===== config.mk =====
export PLATFORM = sky130hd
export DESIGN_NAME = ordinator_driver_8bit_flat
export DESIGN_NICKNAME = d
export VERILOG_FILES = /design/src/rtl/ordinator_driver_8bit_if.sv /design/src/rtl/ordinator_driver_8bit.sv /design/src/flat_wrapper.sv
export SDC_FILE = /design/constraint.sdc
export NUM_CORES = 1
export LEC_CHECK = 0
export ABC_AREA = 1
export CORE_MARGIN = 2
export CORE_UTILIZATION = 45
export CTS_BUF_LIST = sky130_fd_sc_hd__clkbuf_8
export CTS_CLUSTER_SIZE = 24
export DETAILED_ROUTE_END_ITERATION = 8
export GPL_ROUTABILITY_DRIVEN = 0
export PLACE_DENSITY_LB_ADDON = 0.25
export SKIP_CTS_REPAIR_TIMING = 1
export SYNTH_ARGS = -nofsm -noshare
export SYNTH_HDL_FRONTEND = slang
export SYNTH_SLANG_ARGS = --single-unit

===== constraint.sdc =====
create_clock -name clk -period 5.85 [get_ports clk]
set_input_delay 1.4625 -clock clk [delete_from_list [all_inputs] [get_ports clk]]
set_output_delay 1.4625 -clock clk [all_outputs]
set_load 0.02 [all_outputs]

===== src/rtl/ordinator_driver_8bit_if.sv =====
// Host-side bus of the calculator token driver: buffer loading, token output to the
// calculator, and the calculator's ready/result return path.
interface ordinator_driver_8bit_if;
  logic       load_valid;
  logic [7:0] load_data;
  logic       load_ready;
  logic       start;
  logic [7:0] out;
  logic       out_valid;
  logic       calc_ready;
  logic [7:0] calc_result;
  logic [7:0] result;
  logic       done;
  logic       error;
  logic       busy;

  // master: the host that loads and starts; slave: the driver itself
  modport master (
    output load_valid, load_data, start, calc_ready, calc_result,
    input  load_ready, out, out_valid, result, done, error, busy
  );

  modport slave (
    input  load_valid, load_data, start, calc_ready, calc_result,
    output load_ready, out, out_valid, result, done, error, busy
  );
endinterface


===== src/rtl/ordinator_driver_8bit.sv =====
// Token-stream initiator for the 8-bit calculator: buffers an expression, replays it
// one token per clock, then captures the result. Define ORDINATOR_DRV_CHECK_EN to reject bad operators.
//
// state | meaning
// IDLE  | accepting tokens into the buffer, waiting for start
// EMIT  | out holds a valid token this cycle; next one is popped at the edge
// WAIT  | EQL sent, waiting for calc_ready or timeout
// DONE  | one-cycle completion, buffer flushed
module ordinator_driver_8bit #(
  parameter int DEPTH   = 8,
  parameter int TIMEOUT = 16
) (
  input  logic                   clk,
  input  logic                   reset,
  ordinator_driver_8bit_if.slave bus
);

  localparam int AW = (DEPTH > 1) ? $clog2(DEPTH) : 1;
  localparam int TW = (TIMEOUT > 1) ? $clog2(TIMEOUT) : 1;
  localparam logic [AW:0]   CNT_FULL = (AW+1)'(DEPTH);
  localparam logic [TW-1:0] T_LAST   = TW'(TIMEOUT - 1);
  localparam logic [7:0]    OP_EQL   = 8'd2;

  localparam logic [1:0] IDLE = 2'd0;
  localparam logic [1:0] EMIT = 2'd1;
  localparam logic [1:0] WAIT = 2'd2;
  localparam logic [1:0] DONE = 2'd3;

  logic [1:0]    state;
  logic [7:0]    mem [DEPTH];
  logic [AW-1:0] wr_ptr;
  logic [AW-1:0] rd_ptr;
  logic [AW-1:0] idx;
  logic [AW:0]   count;
  logic [TW-1:0] tcnt;
  logic [7:0]    out_q;
  logic [7:0]    result_q;
  logic          out_valid_q;
  logic          error_q;
  logic          load_ready_c;
  logic          wr_en;
  logic          at_eql;
  logic [7:0]    head;

  assign load_ready_c = (state == IDLE) && (count < CNT_FULL);
  assign wr_en        = bus.load_valid && load_ready_c;
  // A token written in the start cycle of an empty buffer is forwarded straight to out
  assign head         = (count == '0) ? bus.load_data : mem[rd_ptr];
  assign at_eql       = idx[0] && (out_q == OP_EQL);

`ifdef ORDINATOR_DRV_CHECK_EN
  logic bad_op;
  assign bad_op = !idx[0] && (mem[rd_ptr] > OP_EQL);
`endif

  always_ff @(posedge clk) begin
    if (wr_en) mem[wr_ptr] <= bus.load_data;
  end

  always_ff @(posedge clk or negedge reset) begin
    if (!reset) begin
      state       <= IDLE;
      wr_ptr      <= '0;
      rd_ptr      <= '0;
      idx         <= '0;
      count       <= '0;
      tcnt        <= '0;
      out_q       <= '0;
      out_valid_q <= 1'b0;
      result_q    <= '0;
      error_q     <= 1'b0;
    end else begin
      case (state)
        IDLE: begin
          if (wr_en) wr_ptr <= wr_ptr + 1'b1;
          if (bus.start && ((count != '0) || wr_en)) begin
            out_q       <= head;
            out_valid_q <= 1'b1;
            rd_ptr      <= rd_ptr + 1'b1;
            if (!wr_en) count <= count - 1'b1;
            idx         <= '0;
            error_q     <= 1'b0;
            state       <= EMIT;
          end else if (wr_en) begin
            count <= count + 1'b1;
          end
        end
        EMIT: begin
          if (at_eql) begin
            out_valid_q <= 1'b0;
            tcnt        <= '0;
            state       <= WAIT;
          end else if (count == '0) begin
            out_valid_q <= 1'b0;
            error_q     <= 1'b1;
            state       <= DONE;
          end
`ifdef ORDINATOR_DRV_CHECK_EN
          else if (bad_op) begin
            out_valid_q <= 1'b0;
            error_q     <= 1'b1;
            state       <= DONE;
          end
`endif
          else begin
            out_q  <= mem[rd_ptr];
            rd_ptr <= rd_ptr + 1'b1;
            count  <= count - 1'b1;
            idx    <= idx + 1'b1;
          end
        end
        WAIT: begin
          if (bus.calc_ready) begin
            result_q <= bus.calc_result;
            state    <= DONE;
          end else if (tcnt == T_LAST) begin
            error_q <= 1'b1;
            state   <= DONE;
          end else begin
            tcnt <= tcnt + 1'b1;
          end
        end
        DONE: begin
          wr_ptr <= '0;
          rd_ptr <= '0;
          count  <= '0;
          state  <= IDLE;
        end
        default: state <= IDLE;
      endcase
    end
  end

  assign bus.load_ready = load_ready_c;
  assign bus.out        = out_q;
  assign bus.out_valid  = out_valid_q;
  assign bus.result     = result_q;
  assign bus.done       = (state == DONE);
  assign bus.error      = error_q;
  assign bus.busy       = (state != IDLE);

endmodule


===== src/flat_wrapper.sv =====
// flat-port wrapper written by rule: the top's interface ports become plain ports
module ordinator_driver_8bit_flat 
#(
  parameter int DEPTH   = 8,
  parameter int TIMEOUT = 16
)
  (clk, reset, bus_load_valid, bus_load_data, bus_start, bus_calc_ready, bus_calc_result, bus_load_ready, bus_out, bus_out_valid, bus_result, bus_done, bus_error, bus_busy);
  ordinator_driver_8bit_if bus_i ();
  input  logic clk;
  input  logic reset;
  input wire logic [$bits(bus_i.load_valid)-1:0] bus_load_valid;
  input wire logic [$bits(bus_i.load_data)-1:0] bus_load_data;
  input wire logic [$bits(bus_i.start)-1:0] bus_start;
  input wire logic [$bits(bus_i.calc_ready)-1:0] bus_calc_ready;
  input wire logic [$bits(bus_i.calc_result)-1:0] bus_calc_result;
  output wire logic [$bits(bus_i.load_ready)-1:0] bus_load_ready;
  output wire logic [$bits(bus_i.out)-1:0] bus_out;
  output wire logic [$bits(bus_i.out_valid)-1:0] bus_out_valid;
  output wire logic [$bits(bus_i.result)-1:0] bus_result;
  output wire logic [$bits(bus_i.done)-1:0] bus_done;
  output wire logic [$bits(bus_i.error)-1:0] bus_error;
  output wire logic [$bits(bus_i.busy)-1:0] bus_busy;
  assign bus_i.load_valid = bus_load_valid;
  assign bus_i.load_data = bus_load_data;
  assign bus_i.start = bus_start;
  assign bus_i.calc_ready = bus_calc_ready;
  assign bus_i.calc_result = bus_calc_result;
  assign bus_load_ready = bus_i.load_ready;
  assign bus_out = bus_i.out;
  assign bus_out_valid = bus_i.out_valid;
  assign bus_result = bus_i.result;
  assign bus_done = bus_i.done;
  assign bus_error = bus_i.error;
  assign bus_busy = bus_i.busy;
  ordinator_driver_8bit #(.DEPTH(DEPTH), .TIMEOUT(TIMEOUT)) u_core (.clk(clk), .reset(reset), .bus(bus_i));
endmodule

==> summary.txt, run 1 <==
Clock network
  • Number of CTS-inserted buffers: 9
  • CTS H-tree depth: 3
  • Clk_lat worst skew: 370 ps
  • Clk buf depth: 2
  • Clock root cell: clkbuf_8
  • TritonCTS clock tree: built
  • CTS sink cnt: 99
  • Clock-pin slew on the worst setup and hold paths: 90 ps

Flow run
  • Maxcap violations: 0

Floorplan
  • Die width: 106 um
  • Initial Util: 45.6%
  • I/O pins: 42
  • Core area: 0.0102 sq mm
  • Die ar.: 0.0111 sq mm
  • Rows: 37
  • Die H: 106 um

Global routing
  • First-pass GRT wire length: 16700 um
  • Largest net degree at the start of global routing: 36
  • GR Overflow Total: 0
  • Total GRT Usage: 19.6%
  • Via count of the first global-routing pass: 3259
  • Initial antenna violation count: 0

Synthesis
  • Synth Warn #: 0
  • Synth Instances: 489
  • #FFs+latches synth: 99
  • Sequential area share after synthesis: 60.2%
  • Synth unique cells: 29
  • Syn Nets: 520
  • Cell Area, Synth: 0.00464 sq mm
  • Asr flop ratio synth: 35.4%
  • Post-Syn Area per Cell: 9.50 sq um
  • Ys flop type: edfxtp_1
  • Post-synth EDFFs: 64

Place
  • Port bufs: 41
  • HPWL after detailed placement: 7260 um

Power
  • Static leakage: 2.25 nW
  • Worst vdd ir: 0.000205 V
  • Tot Pwr: 2.74 mW
  • P per Cell Area: 513 mW/mm^2

Routing
  • Drt pass-1 iters: 5
  • WL per Instance: 15.6 um
  • Detailed Route WL: 10400 um
  • Residual DRC: 0
  • Post-route ant nets: 0
  • Detailed Route Iter0 Violations: 272
  • DR vias: 3496
  • Vias per cell: 5.24

Timing
  • Setup Skew: 9.16 ps
  • Slew Limit Fails: 0
  • Final hold slack: 490 ps
  • Slew @ Worst Pin: 1160 ps
  • Sum Neg Setup Slack: 0 ps
  • RSZ-0062 raised after global routing: no
  • Relative slew slack: 22.7%
  • Post-route minimum period: 3640 ps
  • Fin crit share: 62.3%
  • Final Hold Viols: 0
  • Fmax: 274 MHz
  • # setup viols final: 0

Worst setup path
  • Critical setup path kind: flip-flop to output port
  • Critical Path Sink Type: output port
  • Critical Path RT: 4390 ps
  • CP max FO: 6
  • R2R setup slack: 3020 ps
  • CP arrival: 2180 ps
  • Type of origin of the critical path: flip-flop

Cells and area
  • Area growth syn-to-layout: 14.8%
  • Fillcell total: 937
  • Finished Core Util: 52.4%
  • # diodes: 0
  • Fin nets: 557
  • Share of layout cells above drive strength 1: 8.10%

Run status
  • Status: completed

Hold path
  • Hold crit path type: flip-flop to flip-flop
-- per-stage QoR --
stage / instances / setup slack (ps) / instance area, sq um
3_3_place_gp: 651 / 2590 / 5140
2_1_floorplan: 489 / 3210 / 4640
4_1_cts: 667 / 2200 / 5330
6_report: 667 / 2210 / 5330
3_5_place_dp: 651 / 2480 / 5140
5_1_grt: 667 / 2110 / 5330
-- metal layers --
metal | global-route usage [%] | share of wire, % | up-vias
li1 | - | - | 1694
met1 | 28.8 | 47 | 1656
met2 | 29.7 | 46 | 131
met3 | 3.40 | 6.2 | 15
met4 | 6.67 | 1.7 | 0
met5 | 0 | 0 | -
-- state kept, by name (all words and copies together) (netlist names) --
register	flops
u_core.rd_ptr	3
u_core.bus.result	8
u_core.mem	64
u_core.wr_ptr	3
u_core.bus.out	8
u_core.count	4
u_core.bus.error	1
u_core.bus.out_valid	1
u_core.state	2
u_core.tcnt	4
u_core.idx	1
-- worst max-delay path, cell delays in order (launching register included) --
cell and delay (ps):
dfrtp_1 460, inv_1 150, ha_1 360, inv_2 120, nor2_4 110, clkdlybuf4s50_1 610
-- kinds of logic (layout without fill, tap and decap cells) --
logic type      Yosys count  after routing  share of synthesized area (%)
xor+xnor                  5              5                          0.943
simple gates            300            300                           28.6
buf+inv                  49             91                           4.47
compound gates           26             26                           3.07
fa+ha+maj                10             10                           2.69
flops                    99             99                           60.2
-- power breakdown --
| group | switching (mW) | internal [mW] | total (mW) |
|---|---|---|---|
| Clock | 0.237 | 0.195 | 0.432 |
| Sequential | 0.164 | 0.881 | 1.04 |
| Combinational | 0.782 | 0.477 | 1.26 |
-- synth_stat cells, types with 2 or more instances --
cell type  number  share of area (%)
a21oi_1         2               0.22
buf_2           7               0.75
buf_6           2               0.48
clkbuf_1        6               0.48
clkinv_1        2               0.16
dfrtp_1        35                 19
edfxtp_1       64                 41
ha_1           10                2.7
inv_1          28                2.3
inv_2           4               0.32
nand2_1       176                 14
nand2_2         4               0.54
nand3_1        73                7.9
nand4_1         5               0.67
nor2_1         22                1.8
nor2_2          3               0.40
o21ai_0        13                1.4
o21ai_1         8               0.86
o21ai_2         2               0.38
or2_2          11                1.5
xnor2_1         2               0.38
xor2_1          3               0.57
-- final cells by class --
type,instances,area [sq um],share of cell area [%]
flip-flops and latches,99,2800,52.5
clock inverters,7,68.8,1.29
inverters,34,128,2.39
repair buffers,41,405,7.60
multi-input cells,341,1640,30.7
clock buffers,9,124,2.32
well taps,136,170,3.19
-- layout by cell type (no fill, tap or decap), drive strengths merged, types with 3 or more instances in the layout --
master	synthesis	layout
inv	32	32
ha	10	10
nand2	180	180
or2	11	11
o21ai	23	23
clkinvlp	0	3
clkdlybuf4s50	0	40
edfxtp	64	64
clkinv	2	5
xor2	3	3
dfrtp	35	35
nand4	6	6
clkbuf	6	9
nor2	26	26
nand3	74	74
-- path summary, 6_finish.rpt --
| path | to | cells past startpoint | startpoint |
|---|---|---|---|
| min in group asynchronous | u_core.count[1]$_DFFE_PN0P_ | 1 | reset |
| max in group asynchronous | u_core.tcnt[2]$_DFFE_PN0P_ | 1 | reset |
| min | u_core.bus.out_valid$_DFFE_PN0P_ | 2 | u_core.bus.out_valid$_DFFE_PN0P_ |
| max | bus_load_ready | 5 | u_core.state[0]$_DFFE_PN0P_ |
| min reg2reg | u_core.bus.out_valid$_DFFE_PN0P_ | 2 | u_core.bus.out_valid$_DFFE_PN0P_ |
| max reg2reg | u_core.bus.out[3]$_DFFE_PN0P_ | 7 | u_core.rd_ptr[0]$_DFFE_PN0P_ |
(Power assumes the default switching activity.)
==> run 2, diff against run 1 <==
==> constraint.sdc (replaced) <==
create_clock -name clk -period 3 [get_ports clk]
set_input_delay 0.75 -clock clk [delete_from_list [all_inputs] [get_ports clk]]
set_output_delay 0.75 -clock clk [all_outputs]
set_load 0.02 [all_outputs]
==> run 2 against run 1 <==
  * Final cell count grew 1.9%
  * Largest cell class unchanged
  * Clock skew is 0.69 ps lower
  * Total power is 97% higher
  * Highest routed layer unchanged
==> summary.txt, run 2 (synthesis results as in run 1) <==
Global routing
  • Via count of the first global-routing pass: 3405 (+4.5%)
  • GR Overflow Total: 0 (unchanged)
  • Largest net degree at the start of global routing: 36 (unchanged)
  • Initial antenna violation count: 0 (unchanged)
  • First-pass GRT wire length: 16700 um (about the same)
  • Total GRT Usage: 19.2% (-0.41 points)

Floorplan
  • Die H: 106 um (unchanged)
  • Die width: 106 um (unchanged)
  • Die ar.: 0.0111 sq mm (unchanged)
  • Rows: 37 (unchanged)
  • I/O pins: 42 (unchanged)
  • Core area: 0.0102 sq mm (unchanged)
  • Initial Util: 45.6% (unchanged)

Routing
  • WL per Instance: 14.6 um (-6.4%)
  • Vias per cell: 5.06 (-3.5%)
  • Metal2 WL: 4560 um (-3.6%)
  • DR vias: 3441 (-1.6%)
  • Residual DRC: 0 (unchanged)
  • Drt pass-1 iters: 4 (-1)
  • DR top layer: met4
  • Post-route ant nets: 0 (unchanged)
  • Metal3 WL: 366 um (-43%)
  • Met1 WL: 4870 um (+0.50%)
  • Detailed Route Iter0 Violations: 177 (-35%)
  • Detailed Route WL: 9920 um (-4.6%)

Clock network
  • TritonCTS clock tree: built
  • Clock-pin slew on the worst setup and hold paths: 90 ps (about the same)
  • CTS H-tree depth: 3 (unchanged)
  • Clk buf depth: 2 (unchanged)
  • Clk_lat worst skew: 370 ps (about the same)
  • Number of CTS-inserted buffers: 9 (unchanged)
  • CTS sink cnt: 99 (unchanged)
  • Clock root cell: clkbuf_8

Worst setup path
  • Slowest stage cell, crit path: clkdlybuf4s50_1
  • Critical setup path kind: flip-flop to output port
  • Critical Path RT: 2250 ps (-2140 ps)
  • R2R cell count: 8 (+1)
  • Worst r2r src: u_core.state[0]$_DFFE_PN0P_
  • CP max FO: 6 (unchanged)
  • Critical path's top delay family: buffers and inverters
  • CP max stage delay: 610 ps (about the same)
  • Buffers and inverters on the worst path: 3 (unchanged)
  • RR Endpoint: u_core.mem[3][3]$_DFFE_PP_
  • Critical Path Sink Type: output port
  • Type of origin of the critical path: flip-flop
  • Worst path cell trace: inv_1 -> ha_2 -> inv_2 -> nor2_4 -> clkdlybuf4s50_1
  • CP arrival: 2110 ps (-70 ps)
  • R2R setup slack: 710 ps (-2310 ps)

Cells and area
  • Area growth syn-to-layout: 17.1%
  • Commonest non-fill, non-tap cells in the layout: nand2_1, nand3_1, edfxtp_1, clkdlybuf4s50_1, dfrtp_1
  • Share of layout cells above drive strength 1: 10.7% (+2.6 points)
  • Max FFs per register: 64 (unchanged)
  • Fin nets: 570 (+2.3%)
  • Largest Register: u_core.mem
  • # diodes: 0 (unchanged)
  • Cell area after layout: 0.00544 sq mm (+2.0%)
  • Most common cell after layout, fill and taps aside: nand2_1

Timing
  • Sum Neg Setup Slack: 0 ps (unchanged)
  • Fin crit share: 95.3%
  • Fmax: 350 MHz
  • # setup viols final: 0 (unchanged)
  • Post-route minimum period: 2860 ps
  • RSZ-0062 raised after global routing: no
  • Slew Limit Fails: 0 (unchanged)
  • Final Hold Viols: 0 (unchanged)
  • Relative slew slack: 47.2% (+25 points)
  • Setup Skew: 8.47 ps (-0.689 ps)
  • Slew @ Worst Pin: 791 ps (-369 ps)

Power
  • Static leakage: 2.33 nW (+3.3%)
  • P per Cell Area: 990 mW/mm^2 (+93%)
  • Worst vdd ir: 0.000411 V (+100%)

Hold path
  • Hold crit path type: input pin to async pin

Run status
  • Status: completed

Place
  • Dpl cell area: 0.00524 sq mm (+1.9%)
  • Port bufs: 41 (unchanged)
  • HPWL after detailed placement: 6910 um (-4.7%)

Flow run
  • Maxcap violations: 0 (unchanged)
-- run 2: changes by cell type in the layout (fill, tap and decap cells not counted), sizes merged --
cell | before | now
buf | 1 | 14
clkinv | 5 | 2
inv | 32 | 35
-- run 2: how the worst max path moves through the flow --
stage,to,startpoint,depth (start not counted),slack [ps]
finish,bus_load_ready,u_core.state[0]$_DFFE_PN0P_,5,140
global route,bus_load_ready,u_core.state[0]$_DFFE_PN0P_,5,60
CTS,bus_load_ready,u_core.state[0]$_DFFE_PN0P_,5,50
detailed placement,bus_load_ready,u_core.state[0]$_DFFE_PN0P_,5,470
global placement,bus_load_ready,u_core.state[0]$_DFFE_PN0P_,5,540
floorplan,u_core.mem[0][0]$_DFFE_PP_,u_core.state[0]$_DFFE_PN0P_,8,770
-- run 2: metal layers --
layer | global-route usage, % | vias up
li1 | - | 1721
met1 | 27.5 | 1644
met2 | 29.6 | 66
met3 | 2.97 | 10
met4 | 7.52 | 0
met5 | 0 | -
-- run 2: cell type report --
| cell class | instances | area (sq um) |
|---|---|---|
| multi-input cells | 341 | 1640 |
| well taps | 136 | 170 |
| clock buffers | 9 | 124 |
| repair buffers | 54 | 503 |
| flip-flops and latches | 99 | 2800 |
| inverters | 34 | 128 |
| fillers | 934 | 4740 |
| clock inverters | 7 | 76.3 |
-- run 2: where the power goes --
part	total, mW	internal [mW]	switching, mW
combinational	2.58	0.969	1.61
sequential	1.94	1.72	0.222
clock	0.868	0.391	0.477
total	5.39	3.08	2.31
-- run 2: through the flow --
stage          hold WS [ps]  setup WS (ps)  std cells  util, %  total power [mW]
2_1_floorplan           454            767        489        -              3.76
3_3_place_gp            465            541        664     51.4              4.48
3_5_place_dp            472            473        664     51.4              4.54
4_1_cts                 480           51.8        680     53.4              5.41
5_1_grt                 517           55.6        680     53.4              5.84
6_report                451            140        680     53.4              5.39
==> run 3, diff against run 2 <==
--- a/config.mk
+++ b/config.mk
@@ -6,14 +6,13 @@
 export NUM_CORES = 1
 export LEC_CHECK = 0
 export ABC_AREA = 1
-export CORE_MARGIN = 2
+export CORE_MARGIN = 4
 export CORE_UTILIZATION = 45
 export CTS_BUF_LIST = sky130_fd_sc_hd__clkbuf_8
 export CTS_CLUSTER_SIZE = 24
 export DETAILED_ROUTE_END_ITERATION = 8
 export GPL_ROUTABILITY_DRIVEN = 0
 export PLACE_DENSITY_LB_ADDON = 0.25
-export SKIP_CTS_REPAIR_TIMING = 1
 export SYNTH_ARGS = -nofsm -noshare
 export SYNTH_HDL_FRONTEND = slang
 export SYNTH_SLANG_ARGS = --single-unit
==> run 3 against run 2 <==
  * Largest cell class unchanged
  * First-iteration DRC count grew 2.3%
  * Sequential power is essentially flat
  * Maximum frequency grew 2.3%
  * Die area grew 7.7%
  * Register-to-register slack gained 250 ps
  * Global-route usage shrank 1.2 points
  * Clock skew is essentially flat
==> summary.txt, run 3 (synthesis results as in run 1) <==
Floorplan
  • Core area: 0.00991 sq mm (-2.7%)
  • Die ar.: 0.0120 sq mm (+7.7%)
  • Die width: 110 um (+3.8%)
  • I/O pins: 42 (unchanged)
  • Rows: 36 (-2.7%)
  • Die H: 110 um (+3.8%)
  • Initial Util: 46.9% (+1.3 points)

Place
  • Dpl cell area: 0.00525 sq mm (+0.21%)
  • Port bufs: 41 (unchanged)
  • HPWL after detailed placement: 7020 um (+1.6%)
  • DP Worst Slack: 481 ps (+7.90 ps)

Clock network
  • Post-CTS Resized: 0
  • Hold_buf cts: 0
  • TritonCTS clock tree: built
  • CTS H-tree depth: 3 (unchanged)
  • CTS sink cnt: 99 (unchanged)
  • Clk_lat worst skew: 350 ps (-20 ps)
  • Number of CTS-inserted buffers: 9 (unchanged)
  • Clk buf depth: 2 (unchanged)
  • Clock-pin slew on the worst setup and hold paths: 90 ps (about the same)
  • Clock root cell: clkbuf_8
  • Post CTS Setup Buffer Count: 0

Global routing
  • GR Overflow Total: 0 (unchanged)
  • Met2 usage: 28.5% (-1.2 points)
  • M1 GR Usage: 24.9% (-2.6 points)
  • Via count of the first global-routing pass: 3504 (+2.9%)
  • Met3 Use GR: 4.46% (+1.5 points)
  • Total GRT Usage: 18.0% (-1.2 points)
  • Largest net degree at the start of global routing: 36 (unchanged)
  • First-pass GRT wire length: 16700 um (+0.37%)
  • Initial antenna violation count: 0 (unchanged)
  • GRT Max-Usage Layer: met2

Cells and area
  • # diodes: 0 (unchanged)
  • Commonest non-fill, non-tap cells in the layout: nand2_1, nand3_1, edfxtp_1, clkdlybuf4s50_1, dfrtp_1
  • Share of layout cells above drive strength 1: 10.4% (-0.22 points)
  • Largest Register: u_core.mem
  • Cell area after layout: 0.00541 sq mm (-0.53%)
  • Fillcell total: 922 (-1.3%)
  • Most common cell after layout, fill and taps aside: nand2_1
  • Fin nets: 572 (+0.35%)
  • Area growth syn-to-layout: 16.5%
  • Max FFs per register: 64 (unchanged)
  • Area of the multi-input gates: 0.00164 sq mm (unchanged)
  • Reg area: 0.00280 sq mm (unchanged)

Worst setup path
  • Type of origin of the critical path: flip-flop
  • R2R cell count: 9 (+1)
  • Critical Path Sink Type: output port
  • Critical setup path kind: flip-flop to output port
  • CP arrival: 2050 ps (-60 ps)
  • Critical Path RT: 2250 ps (about the same)
  • CP max FO: 6 (unchanged)

Flow run
  • Maxcap violations: 0 (unchanged)

Hold path
  • Hold crit path type: input pin to async pin

Timing
  • Slew @ Worst Pin: 859 ps (+67.3 ps)
  • Relative slew slack: 42.7% (-4.6 points)
  • Fin crit share: 93.2% (-2.1 points)
  • Setup Skew: 8.76 ps (+0.290 ps)
  • Post-route minimum period: 2800 ps (-63.9 ps)
  • Fmax: 358 MHz (+2.3%)
  • # setup viols final: 0 (unchanged)
  • Slew Limit Fails: 0 (unchanged)
  • Final hold slack: 472 ps (+21.7 ps)
  • RSZ-0062 raised after global routing: no
  • Worst setup margin: 204 ps (+63.9 ps)
  • Final Hold Viols: 0 (unchanged)
  • Sum Neg Setup Slack: 0 ps (unchanged)

Routing
  • Residual DRC: 0 (unchanged)
  • Vias per cell: 5.09 (+0.53%)
  • Detailed Route WL: 9750 um (-1.6%)
  • Post-route ant nets: 0 (unchanged)
  • DR vias: 3454 (+0.38%)
  • Detailed Route Iter0 Violations: 181 (+2.3%)
  • Drt pass-1 iters: 4 (unchanged)
  • WL per Instance: 14.4 um (-1.5%)

Power
  • Worst vdd ir: 0.000445 V (+8.4%)
  • P per Cell Area: 969 mW/mm^2 (-2.1%)
  • Static leakage: 2.33 nW (about the same)

Run status
  • Status: completed
-- run 3: cell count changes in the layout (fill, tap and decap cells not counted), sizes merged --
cell      change
bufinv        -1
clkinvlp      -2
buf           +2
clkinv        +5
inv           -2
-- run 3: critical path, stage by stage (launching register included) --
cell             delay [ps]
dfrtp_1                 450
inv_1                   160
ha_2                    300
inv_2                    90
nor2_4                   90
clkdlybuf4s50_1         610
-- run 3: final timing paths --
| check | from | slack (ps) | end |
|---|---|---|---|
| min reg2reg | u_core.bus.error$_DFFE_PN0P_ | 470 | u_core.bus.error$_DFFE_PN0P_ |
| min | reset | 470 | u_core.count[1]$_DFFE_PN0P_ |
| max in group asynchronous | reset | 2010 | u_core.bus.result[3]$_DFFE_PN0P_ |
| min in group clk | u_core.bus.error$_DFFE_PN0P_ | 470 | u_core.bus.error$_DFFE_PN0P_ |
| max reg2reg | u_core.state[0]$_DFFE_PN0P_ | 960 | u_core.mem[1][5]$_DFFE_PP_ |
| max | u_core.state[0]$_DFFE_PN0P_ | 200 | bus_load_ready |
-- run 3: per-layer routing --
metal	up-vias	wire length [um]	share of wire, %
li1	1724	-	-
met1	1626	4590	47
met2	95	4460	46
met3	9	558	5.7
met4	0	138	1.4
met5	-	0	0
-- run 3: metrics by stage --
stage	utilization [%]	power, mW	cells
after floorplan	-	3.76	489
after global placement	53.0	4.49	663
after detailed placement	53.0	4.55	663
after CTS	54.6	5.28	679
after global routing	54.6	5.74	679
final	54.6	5.25	679
-- run 3: cell type report --
cell class	instances	share of cell area [%]
Sequential cell	99	51.7
Multi-Input combinational cell	341	30.3
Timing Repair Buffer	56	9.57
Tap cell	133	3.08
Inverter	34	2.36
Clock buffer	9	2.29
Clock inverter	7	0.671
-- run 3: report_power, final --
part           total, mW  internal [mW]  switching, mW
Sequential          1.94           1.72          0.219
Combinational       2.58          0.971           1.61
Clock              0.725          0.291          0.434
==> edit (flow settings as in run 2) <==
The option `ORDINATOR_DRV_CHECK_EN` is turned on by a define.
--- a/src/rtl/ordinator_driver_8bit.sv
+++ b/src/rtl/ordinator_driver_8bit.sv
@@ -6,6 +6,8 @@
 // EMIT  | out holds a valid token this cycle; next one is popped at the edge
 // WAIT  | EQL sent, waiting for calc_ready or timeout
 // DONE  | one-cycle completion, buffer flushed
+`define ORDINATOR_DRV_CHECK_EN
+
 module ordinator_driver_8bit #(
   parameter int DEPTH   = 8,
   parameter int TIMEOUT = 16
Formal check against the unedited RTL: not equivalent (Yosys sat finds a counterexample within 4 cycles, from zero or initial values and one cycle with reset low).
==> edit against run 2 <==
Total power down 2.2%. Combinational power fell by 3%. Synthesized area increased by 1.3%. Critical endpoint unchanged. Die area increased by 1.3%. Cell area is 0.80% higher. Routed wire length grew 3.5%. Sequential cell count did not move. Setup slack better by 72 ps.
==> edit: results (changes against run 2) <==
stage	metric	value	unit	change
route	wl	10300	um	+3.5%
global_routing	grt_pass1_wl	16700	um	about the same
place	post-place-ws	525	ps	+52.1 ps
layout	drive_gt1_share	6.64	%	-4.0 points
power	leakagePower	2.47	nW	+5.9%
worst_setup_path	r2r_slack	610	ps	-100 ps
worst_setup_path	worstRegToRegCells	14		+6
layout	fill_cells	894		-4.3%
global_routing	grt_pass1_vias	3320		-2.5%
yosys	synth_top_cells_by_count	nand2_1 (167), inv_1 (74), edfxtp_1 (64), nand3_1 (51), nor2_1 (36)		
worst_setup_path	critPathArrivalTime	2040	ps	-70 ps
power	max-vdd-ir-drop	431	uV	+5.0%
global_routing	grt_usage	19.4	%	+0.14 points
status	status	complete, no violations		
worst_setup_path	crit_fanout	5		-1
route	via_count	3497		+1.6%
worst_setup_path	slowest_delay	630	ps	+20 ps
sta	max_slew_margin	41.6	%	-5.6 points
place	placed_area	0.00528	sq mm	+0.86%
yosys	synth.area.top_cells	edfxtp_1 (41%), dfrtp_1 (19%), nand2_1 (13%)		
layout	fin_nets	597		+4.7%
yosys	seq_area_frac_synth	59.5	%	-0.78 points
route	wl_per_cell	14.5	um	-0.58%
worst_setup_path	r2r_start	u_core.rd_ptr[0]		
sta	skew	12.6	ps	+4.11 ps
sta	min_period	2790	ps	-71.8 ps
yosys	syn_nets	547		+5.2%
place	dpl.hpwl	6890	um	-0.33%
worst_setup_path	rr_endpoint	u_core.bus.out[6]		
route	drtIter0Drc	227		+28%
yosys	synth.avg_cell_area	9.10	sq um	-4.2%
-- edit: changes by cell type in the layout (fill, tap and decap cells not counted), sizes merged, moves of 3 or more --
cell / change
nand2: -10
nor2: +11
nand3: -23
o31ai: +3
or2: -9
inv: +42
a21oi: +12
-- edit: worst min-delay path by stage --
| stage | slack (ps) | start | end |
|---|---|---|---|
| global placement | 460 | u_core.bus.result[5] | u_core.bus.result[5] |
| finish | 460 | reset | u_core.tcnt[2] |
| CTS | 480 | reset | u_core.bus.out_valid |
| floorplan | 450 | reset | u_core.bus.error |
| detailed placement | 470 | u_core.bus.result[2] | u_core.bus.result[2] |
| global route | 520 | u_core.bus.result[5] | u_core.bus.result[5] |
-- edit: layout make-up --
type                            count  area (sq um)  share of cell area [%]
Clock buffer                       10           138                    2.51
Tap cell                          136           170                    3.10
Clock inverter                      6          63.8                    1.16
Sequential cell                    99          2800                    51.0
Multi-Input combinational cell    326          1510                    27.5
Timing Repair Buffer               53           508                    9.26
Inverter                           78           298                    5.43
-- edit: critical path, delay by kind of cell, from the launching register on --
family	cells	cell delay (ps)
buffers and inverters	3	870
DFF	1	420
adders and majority gates	1	260
and+or+nand+nor	1	140
-- edit: metal layers --
metal  GRT usage (%)  vias to the layer above  wire, um
met5               0                        -         0
met4            5.92                        0       120
met3            3.31                        9       424
met2            31.7                       61      5070
met1            26.6                     1674      4650
li1                -                     1753         -
-- edit: cells by family after synthesis --
kind of cell | share of synthesized area (%)
simple gates | 23.4
flops | 59.5
buf+inv | 8.48
compound gates | 4.79
fa+ha+maj | 2.39
xor+xnor | 1.49
-- edit: report_power, final --
part	internal [mW]	switching (mW)	total [mW]
Clock	0.409	0.462	0.871
Combinational	0.910	1.58	2.49
Sequential	1.71	0.201	1.91
